**config.mk**
```make
export PLATFORM = sky130hd
export DESIGN_NAME = uart_rgb_cmd_flat
export DESIGN_NICKNAME = d
export VERILOG_FILES = /design/src/rtl/uart_rgb_cmd_pkg.sv /design/src/rtl/uart_rgb_cmd_if.sv /design/src/rtl/rgb_pwm.sv /design/src/rtl/uart_rgb_cmd.sv /design/src/flat_wrapper.sv
export SDC_FILE = /design/constraint.sdc
export NUM_CORES = 1
export LEC_CHECK = 0
export CORE_ASPECT_RATIO = 0.6
export CORE_MARGIN = 1.5
export CORE_UTILIZATION = 45
export CTS_BUF_LIST = sky130_fd_sc_hd__clkbuf_8
export CTS_CLUSTER_DIAMETER = 30
export DETAILED_ROUTE_END_ITERATION = 16
export PLACE_DENSITY_LB_ADDON = 0.25
export SLEW_MARGIN = 20
export SYNTH_ARGS = -nofsm -noshare
export SYNTH_HDL_FRONTEND = slang
export SYNTH_SLANG_ARGS = --single-unit
```
**constraint.sdc**
```tcl
create_clock -name hw_clk -period 2.46 [get_ports hw_clk]
set_clock_uncertainty 0.1 [all_clocks]
set_input_delay 0.492 -clock hw_clk [delete_from_list [all_inputs] [get_ports hw_clk]]
set_output_delay 0.492 -clock hw_clk [all_outputs]
set_load 0.01 [all_outputs]
```
**src/rtl/uart_rgb_cmd_pkg.sv**
```systemverilog
// uart_rgb_cmd_pkg: shared parser states, ASCII constants, channel indices and hex decode
package uart_rgb_cmd_pkg;
  typedef enum logic [2:0] {S_IDLE, S_HI, S_LO, S_TERM, S_ERR} state_e;
  typedef struct packed {
    logic       vld;
    logic [3:0] val;
  } nib_t;
  localparam logic [7:0] ASCII_CR = 8'h0D;
  localparam logic [7:0] ASCII_LF = 8'h0A;
  localparam logic [7:0] ASCII_K  = 8'h4B;
  localparam logic [7:0] ASCII_Q  = 8'h3F;
  localparam logic [7:0] ASCII_R  = 8'h52;
  localparam logic [7:0] ASCII_G  = 8'h47;
  localparam logic [7:0] ASCII_B  = 8'h42;
  localparam logic [1:0] CH_R = 2'd0;
  localparam logic [1:0] CH_G = 2'd1;
  localparam logic [1:0] CH_B = 2'd2;
  // Letters are folded to lower case so 'A'-'F' and 'a'-'f' share one range test.
  function automatic nib_t hex_nib(input logic [7:0] c);
    nib_t n;
    logic [7:0] l;
    l = c | 8'h20;
    n.vld = 1'b1;
    n.val = c[3:0];
    if (l >= 8'h61 && l <= 8'h66) n.val = c[3:0] + 4'd9;
    else if (!(c >= 8'h30 && c <= 8'h39)) begin
      n.vld = 1'b0;
      n.val = 4'd0;
    end
    return n;
  endfunction
endpackage

```
**src/rtl/uart_rgb_cmd_if.sv**
```systemverilog
// uart_rgb_cmd_if: byte stream from the UART receiver and response byte to the transmitter
// rx_data/rx_valid: received byte strobe; tx_data/tx_valid/tx_ready: response handshake
interface uart_rgb_cmd_if;
  logic [7:0] rx_data;
  logic       rx_valid;
  logic [7:0] tx_data;
  logic       tx_valid;
  logic       tx_ready;
  modport master (output rx_data, rx_valid, tx_ready, input tx_data, tx_valid);
  modport slave (input rx_data, rx_valid, tx_ready, output tx_data, tx_valid);
endinterface

```
**src/rtl/rgb_pwm.sv**
```systemverilog
// rgb_pwm: prescaled 8-bit PWM for three channels with period-aligned duty shadows
// hw_clk/resetn: clock, sync active-low reset; duty_r/g/b: committed duties; rgbN_pwm: registered outputs
module rgb_pwm #(
  parameter int unsigned PWM_DIV = 16
) (
  input  logic       hw_clk,
  input  logic       resetn,
  input  logic [7:0] duty_r,
  input  logic [7:0] duty_g,
  input  logic [7:0] duty_b,
  output logic       rgb0_pwm,
  output logic       rgb1_pwm,
  output logic       rgb2_pwm
);
  logic [15:0]      pre_q, pre_d;
  logic [7:0]       cnt_q, cnt_d;
  logic [2:0][7:0]  shd_q, shd_d;
  logic [2:0]       pwm_q, pwm_d;
  logic             step;
  // Shadows reload on the same edge pwm_cnt wraps to 0, so a period never mixes duties.
  always_comb begin
    step  = pre_q == 16'(PWM_DIV - 1);
    pre_d = step ? 16'd0 : pre_q + 16'd1;
    cnt_d = cnt_q + 8'(step);
    shd_d = (step && cnt_q == 8'hFF) ? {duty_b, duty_g, duty_r} : shd_q;
    for (int i = 0; i < 3; i++) pwm_d[i] = cnt_q < shd_q[i];
  end
  always_ff @(posedge hw_clk) begin
    if (!resetn) begin
      pre_q <= '0;
      cnt_q <= '0;
      shd_q <= '0;
      pwm_q <= '0;
    end else begin
      pre_q <= pre_d;
      cnt_q <= cnt_d;
      shd_q <= shd_d;
      pwm_q <= pwm_d;
    end
  end
  assign rgb0_pwm = pwm_q[0];
  assign rgb1_pwm = pwm_q[1];
  assign rgb2_pwm = pwm_q[2];
endmodule

```
**src/rtl/uart_rgb_cmd.sv**
```systemverilog
// uart_rgb_cmd: ASCII "R1F<CR>" command parser driving three RGB PWM channels
// hw_clk/resetn: clock, sync active-low reset; bus: rx byte strobe and tx response (slave side)
// rgb0/1/2_pwm: R/G/B PWM; duty_r/g/b: committed duties; overrun: sticky dropped response
// UART_RGB_CMD_ECHO_EN: when defined, K/? responses are returned on bus.tx_*; otherwise tx and overrun read 0
module uart_rgb_cmd
  import uart_rgb_cmd_pkg::*;
#(
  parameter int unsigned PWM_DIV = 16
) (
  input  logic                 hw_clk,
  input  logic                 resetn,
  uart_rgb_cmd_if.slave        bus,
  output logic                 rgb0_pwm,
  output logic                 rgb1_pwm,
  output logic                 rgb2_pwm,
  output logic [7:0]           duty_r,
  output logic [7:0]           duty_g,
  output logic [7:0]           duty_b,
  output logic                 overrun
);
  state_e          state_q, state_d;
  logic [1:0]      ch_q, ch_d, ch_in;
  logic [7:0]      val_q, val_d, up;
  logic [2:0][7:0] duty_q, duty_d;
  logic            is_term, is_ch, resp_due;
  logic [7:0]      resp_byte;
  nib_t            nib;
  always_comb begin
    state_d   = state_q;
    ch_d      = ch_q;
    val_d     = val_q;
    duty_d    = duty_q;
    resp_due  = 1'b0;
    resp_byte = ASCII_Q;
    up        = bus.rx_data & 8'hDF;
    is_term   = bus.rx_data == ASCII_CR || bus.rx_data == ASCII_LF;
    is_ch     = up == ASCII_R || up == ASCII_G || up == ASCII_B;
    ch_in     = up == ASCII_R ? CH_R : up == ASCII_G ? CH_G : CH_B;
    nib       = hex_nib(bus.rx_data);
    if (bus.rx_valid) begin
      case (state_q)
        S_IDLE: begin
          state_d = is_term ? S_IDLE : is_ch ? S_HI : S_ERR;
          ch_d    = is_ch ? ch_in : ch_q;
        end
        S_HI: begin
          state_d    = is_term ? S_IDLE : nib.vld ? S_LO : S_ERR;
          val_d[7:4] = nib.vld ? nib.val : val_q[7:4];
          resp_due   = is_term;
        end
        S_LO: begin
          state_d    = is_term ? S_IDLE : nib.vld ? S_TERM : S_ERR;
          val_d[3:0] = nib.vld ? nib.val : val_q[3:0];
          resp_due   = is_term;
        end
        S_TERM: begin
          state_d   = is_term ? S_IDLE : S_ERR;
          resp_due  = is_term;
          resp_byte = ASCII_K;
          for (int i = 0; i < 3; i++) if (is_term && ch_q == 2'(i)) duty_d[i] = val_q;
        end
        S_ERR: begin
          state_d  = is_term ? S_IDLE : S_ERR;
          resp_due = is_term;
        end
        default: state_d = S_IDLE;
      endcase
    end
  end
  always_ff @(posedge hw_clk) begin
    if (!resetn) begin
      state_q <= S_IDLE;
      ch_q    <= CH_R;
      val_q   <= '0;
      duty_q  <= '0;
    end else begin
      state_q <= state_d;
      ch_q    <= ch_d;
      val_q   <= val_d;
      duty_q  <= duty_d;
    end
  end
  assign duty_r = duty_q[CH_R];
  assign duty_g = duty_q[CH_G];
  assign duty_b = duty_q[CH_B];
`ifdef UART_RGB_CMD_ECHO_EN
  logic       tx_valid_q, tx_valid_d, overrun_q, overrun_d;
  logic [7:0] tx_data_q, tx_data_d;
  // A handshake frees the slot on the same edge a new response may load into it.
  always_comb begin
    tx_valid_d = tx_valid_q & ~bus.tx_ready;
    tx_data_d  = tx_data_q;
    overrun_d  = overrun_q;
    if (resp_due) begin
      if (tx_valid_q && !bus.tx_ready) overrun_d = 1'b1;
      else begin
        tx_valid_d = 1'b1;
        tx_data_d  = resp_byte;
      end
    end
  end
  always_ff @(posedge hw_clk) begin
    if (!resetn) begin
      tx_valid_q <= 1'b0;
      tx_data_q  <= 8'h00;
      overrun_q  <= 1'b0;
    end else begin
      tx_valid_q <= tx_valid_d;
      tx_data_q  <= tx_data_d;
      overrun_q  <= overrun_d;
    end
  end
  assign bus.tx_valid = tx_valid_q;
  assign bus.tx_data  = tx_data_q;
  assign overrun      = overrun_q;
`else
  logic unused_resp;
  assign unused_resp  = ^{bus.tx_ready, resp_due, resp_byte};
  assign bus.tx_valid = 1'b0;
  assign bus.tx_data  = 8'h00;
  assign overrun      = 1'b0;
`endif
  rgb_pwm #(.PWM_DIV(PWM_DIV)) u_pwm (
    .hw_clk   (hw_clk),
    .resetn   (resetn),
    .duty_r   (duty_r),
    .duty_g   (duty_g),
    .duty_b   (duty_b),
    .rgb0_pwm (rgb0_pwm),
    .rgb1_pwm (rgb1_pwm),
    .rgb2_pwm (rgb2_pwm)
  );
endmodule

```
**src/flat_wrapper.sv**
```systemverilog
// flat-port wrapper written by rule: the top's interface ports become plain ports
module uart_rgb_cmd_flat import uart_rgb_cmd_pkg::*;
#(
  parameter int unsigned PWM_DIV = 16
)
  (hw_clk, resetn, rgb0_pwm, rgb1_pwm, rgb2_pwm, duty_r, duty_g, duty_b, overrun, bus_rx_data, bus_rx_valid, bus_tx_ready, bus_tx_data, bus_tx_valid);
  uart_rgb_cmd_if bus_i ();
  input  logic hw_clk;
  input  logic resetn;
  output logic rgb0_pwm;
  output logic rgb1_pwm;
  output logic rgb2_pwm;
  output logic [7:0] duty_r;
  output logic [7:0] duty_g;
  output logic [7:0] duty_b;
  output logic overrun;
  input wire logic [$bits(bus_i.rx_data)-1:0] bus_rx_data;
  input wire logic [$bits(bus_i.rx_valid)-1:0] bus_rx_valid;
  input wire logic [$bits(bus_i.tx_ready)-1:0] bus_tx_ready;
  output wire logic [$bits(bus_i.tx_data)-1:0] bus_tx_data;
  output wire logic [$bits(bus_i.tx_valid)-1:0] bus_tx_valid;
  assign bus_i.rx_data = bus_rx_data;
  assign bus_i.rx_valid = bus_rx_valid;
  assign bus_i.tx_ready = bus_tx_ready;
  assign bus_tx_data = bus_i.tx_data;
  assign bus_tx_valid = bus_i.tx_valid;
  uart_rgb_cmd #(.PWM_DIV(PWM_DIV)) u_core (.hw_clk(hw_clk), .resetn(resetn), .bus(bus_i), .rgb0_pwm(rgb0_pwm), .rgb1_pwm(rgb1_pwm), .rgb2_pwm(rgb2_pwm), .duty_r(duty_r), .duty_g(duty_g), .duty_b(duty_b), .overrun(overrun));
endmodule
```
==> metrics <==
DR iter-0 viols approximately 220; multi-input combinational cell area approximately 2400 µm²; register area share after synthesis approximately two fifths; Worst Setup Path Type input pin to register; critical path endpoint category register; Syn-to-layout area delta 21.3%; wire per inst ~14 µm; Non-Filler Instances between 600 and 700; RSZ-0062 raised after global routing false; Post-synth EDFFs 0; Worst-path clk slew about 0.090 ns; first-pass GRT wire length 16800 µm; status finished, final reports clean; sw power ~570 µW; Int Power slightly below 2 mW; Die Height approximately 80 µm; core area approximately 9300 µm²; Starting Density ~47%; Fin. Hold Viols 0; Via density between 5 and 6; fin util 56.7%; Inst Count DP 669; final net count just under 600; ant diodes 0; largest area contributor in the netlist dfxtp_1; most frequent cell after synthesis dfxtp_1; Final Wtd Congestion approximately 0.81; hold buffer count at CTS 0; post-synthesis register bit count 88; CTS Buf Count 9; CP arrival between 2 and 3 ns; GRT Total Usage 21.5%; # fillers 875; fmax ~0.42 GHz; Skew-Pair Late Insertion Delay roughly 0.36 ns; 1st-pass router iterations 5; number of global-route vias before repair 3425; Static Leak between 1.5 and 2 nW; top post-synthesis cells by count dfxtp_1 (88), nand2_1 (60), nor2b_1 (39); Period minus WS final 2.39 ns; post-route antenna net violation count 0; vias roughly 3500; Post-CTS Resized 0; Switching Share between 20% and 30%; total congestion overflow 0; top cell type's share of synthesized area 40.7%; Sink Count 88; final setup violation count 0; async set-reset flop share out of synthesis 0%; H-tree levels 3; register share of total power between 50% and 60%; Die Span X approximately 130 µm; Port Buffers 37; Post-Syn Area 4320 µm²; layout cells sized above 1 a little under an eighth; Avg Cell Area, Syn 8.90 µm²; Gate power share approximately 5%; Pins Over Slew Limit 0; Synth area leaders dfxtp_1 (41%), ha_1 (8.1%), mux2i_1 (7.4%), nor2b_1 (5.6%), nand2_1 (5.2%); setup bufs post-CTS 0; Unique masters post-synth 44; HP Class register to register; fin crit share 97.2%; DRC viols 0; Max Cap Viol 0; initial antenna violation count 0; std cell rows 27; die area a little over 10000 µm²; maximum vdd ir drop roughly 0.00034 V; post-DP HPWL ~7500 µm; Ports a little under 50; CP Launch Type input pin; final wirelength 9890 µm; clk buf depth 2; Gate Count Post-Synth between 400 and 500; area taken by flip-flops and latches 1760 µm²; largest net degree at the start of global routing 31; crit path max fanout 8; PwrDens slightly below 500 nW/µm²; yosys warns 0; main flop type after synthesis dfxtp_1; Root Driver clkbuf_8; Clk pwr share ~40%; CTS tree built; WP data required ~2.6 ns
==> metrics by stage <==
stage                     worst slack [ns]  cell area, µm²  hold slack (ns)  power (mW)  TNS [ns]
final                               0.0690            5240            0.363        2.56         0
after global routing                0.0120            5240            0.395        2.66         0
after CTS                           0.0545            5210            0.367        2.58         0
after detailed placement            -0.328            5010            0.349        1.59     -9.93
after global placement              -0.291            5010            0.338        1.59     -8.12
after floorplan                      0.244            4360            0.330        1.54         0
==> layout make-up <==
cell class                 instances  area share, %
sequential                        88           33.6
multi-input combinational        347           45.0
tap                              130           3.10
clock buffer                      10           2.62
clock inverter                     6           1.12
timing repair buffer              72           12.2
inverter                          32           2.29
==> registers in the layout (all words and copies together), names as in the netlist <==
register / flops
u_core.duty_r: 8
u_core.ch_q: 2
u_core.state_q: 3
u_core.duty_b: 8
u_core.u_pwm.shd_q: 24
u_core.u_pwm.pre_q: 16
u_core.val_q: 8
u_core.u_pwm.pwm_q: 3
u_core.u_pwm.cnt_q: 8
u_core.duty_g: 8
==> power groups by stage <==
stage / clock, mW / sequential (mW) / combinational [mW]
5_1_grt: 1.09 / 1.44 / 0.139
3_3_place_gp: 0 / 1.47 / 0.120
4_1_cts: 1.02 / 1.43 / 0.124
3_5_place_dp: 0 / 1.47 / 0.124
6_report: 0.995 / 1.43 / 0.126
2_1_floorplan: 0 / 1.47 / 0.0772
==> kinds of logic (layout without fill, tap and decap cells) <==
family,count (synthesis),count (layout),synth area share [%]
AO/OA/AOI/OAI,72,72,11.4
XOR/XNOR,17,17,3.44
adder cells (fa/ha/maj),28,28,8.10
buffers and inverters,60,120,6.13
flip-flops,88,88,40.7
multiplexers,32,32,7.41
other,1,10,0.0867
AND/OR/NAND/NOR,188,188,22.7
==> worst max-delay path: stages <==
cell,delay [ns]
clkdlybuf4s50_1,0.50
or3b_1,0.36
a211o_1,0.27
buf_4,0.17
nor4b_4,0.26
buf_6,0.22
mux2i_1,0.21
nor2b_1,0.06
==> per-layer routing <==
metal / GRT usage [%] / vias up / wire length [µm]
met5: 0 / - / 0
met4: 5.56 / 0 / 97
met3: 6.20 / 13 / 650
met2: 30.9 / 85 / 3950
met1: 31.4 / 1647 / 5190
li1: - / 1752 / -
==> worst paths after layout <==
path	from	endpoint	slack (ns)	cells past startpoint
min reg2reg	u_core.u_pwm.shd_q[0]$_SDFFE_PN0P_	u_core.u_pwm.shd_q[0]$_SDFFE_PN0P_	0.36	2
min	u_core.u_pwm.shd_q[0]$_SDFFE_PN0P_	u_core.u_pwm.shd_q[0]$_SDFFE_PN0P_	0.36	2
max	bus_rx_data[3]	u_core.duty_g[1]$_SDFFE_PN0P_	0.07	8
max reg2reg	u_core.u_pwm.pre_q[0]$_SDFF_PP0_	u_core.u_pwm.cnt_q[4]$_SDFF_PN0_	0.24	9
==> cells in the final DEF (no fill, tap or decap), drive strengths merged, types with 8 or more instances in the layout <==
| master | instances |
|---|---|
| nand3 | 18 |
| buf | 36 |
| inv | 32 |
| and2 | 8 |
| a21oi | 10 |
| dfxtp | 88 |
| conb | 10 |
| clkdlybuf4s50 | 34 |
| a21boi | 26 |
| xnor2 | 13 |
| nand2b | 8 |
| ha | 28 |
| clkbuf | 10 |
| nand2 | 60 |
| o21ai | 11 |
| nor2b | 39 |
| nor2 | 19 |
| mux2i | 32 |
Note: power is estimated with default switching activity, not from simulation.
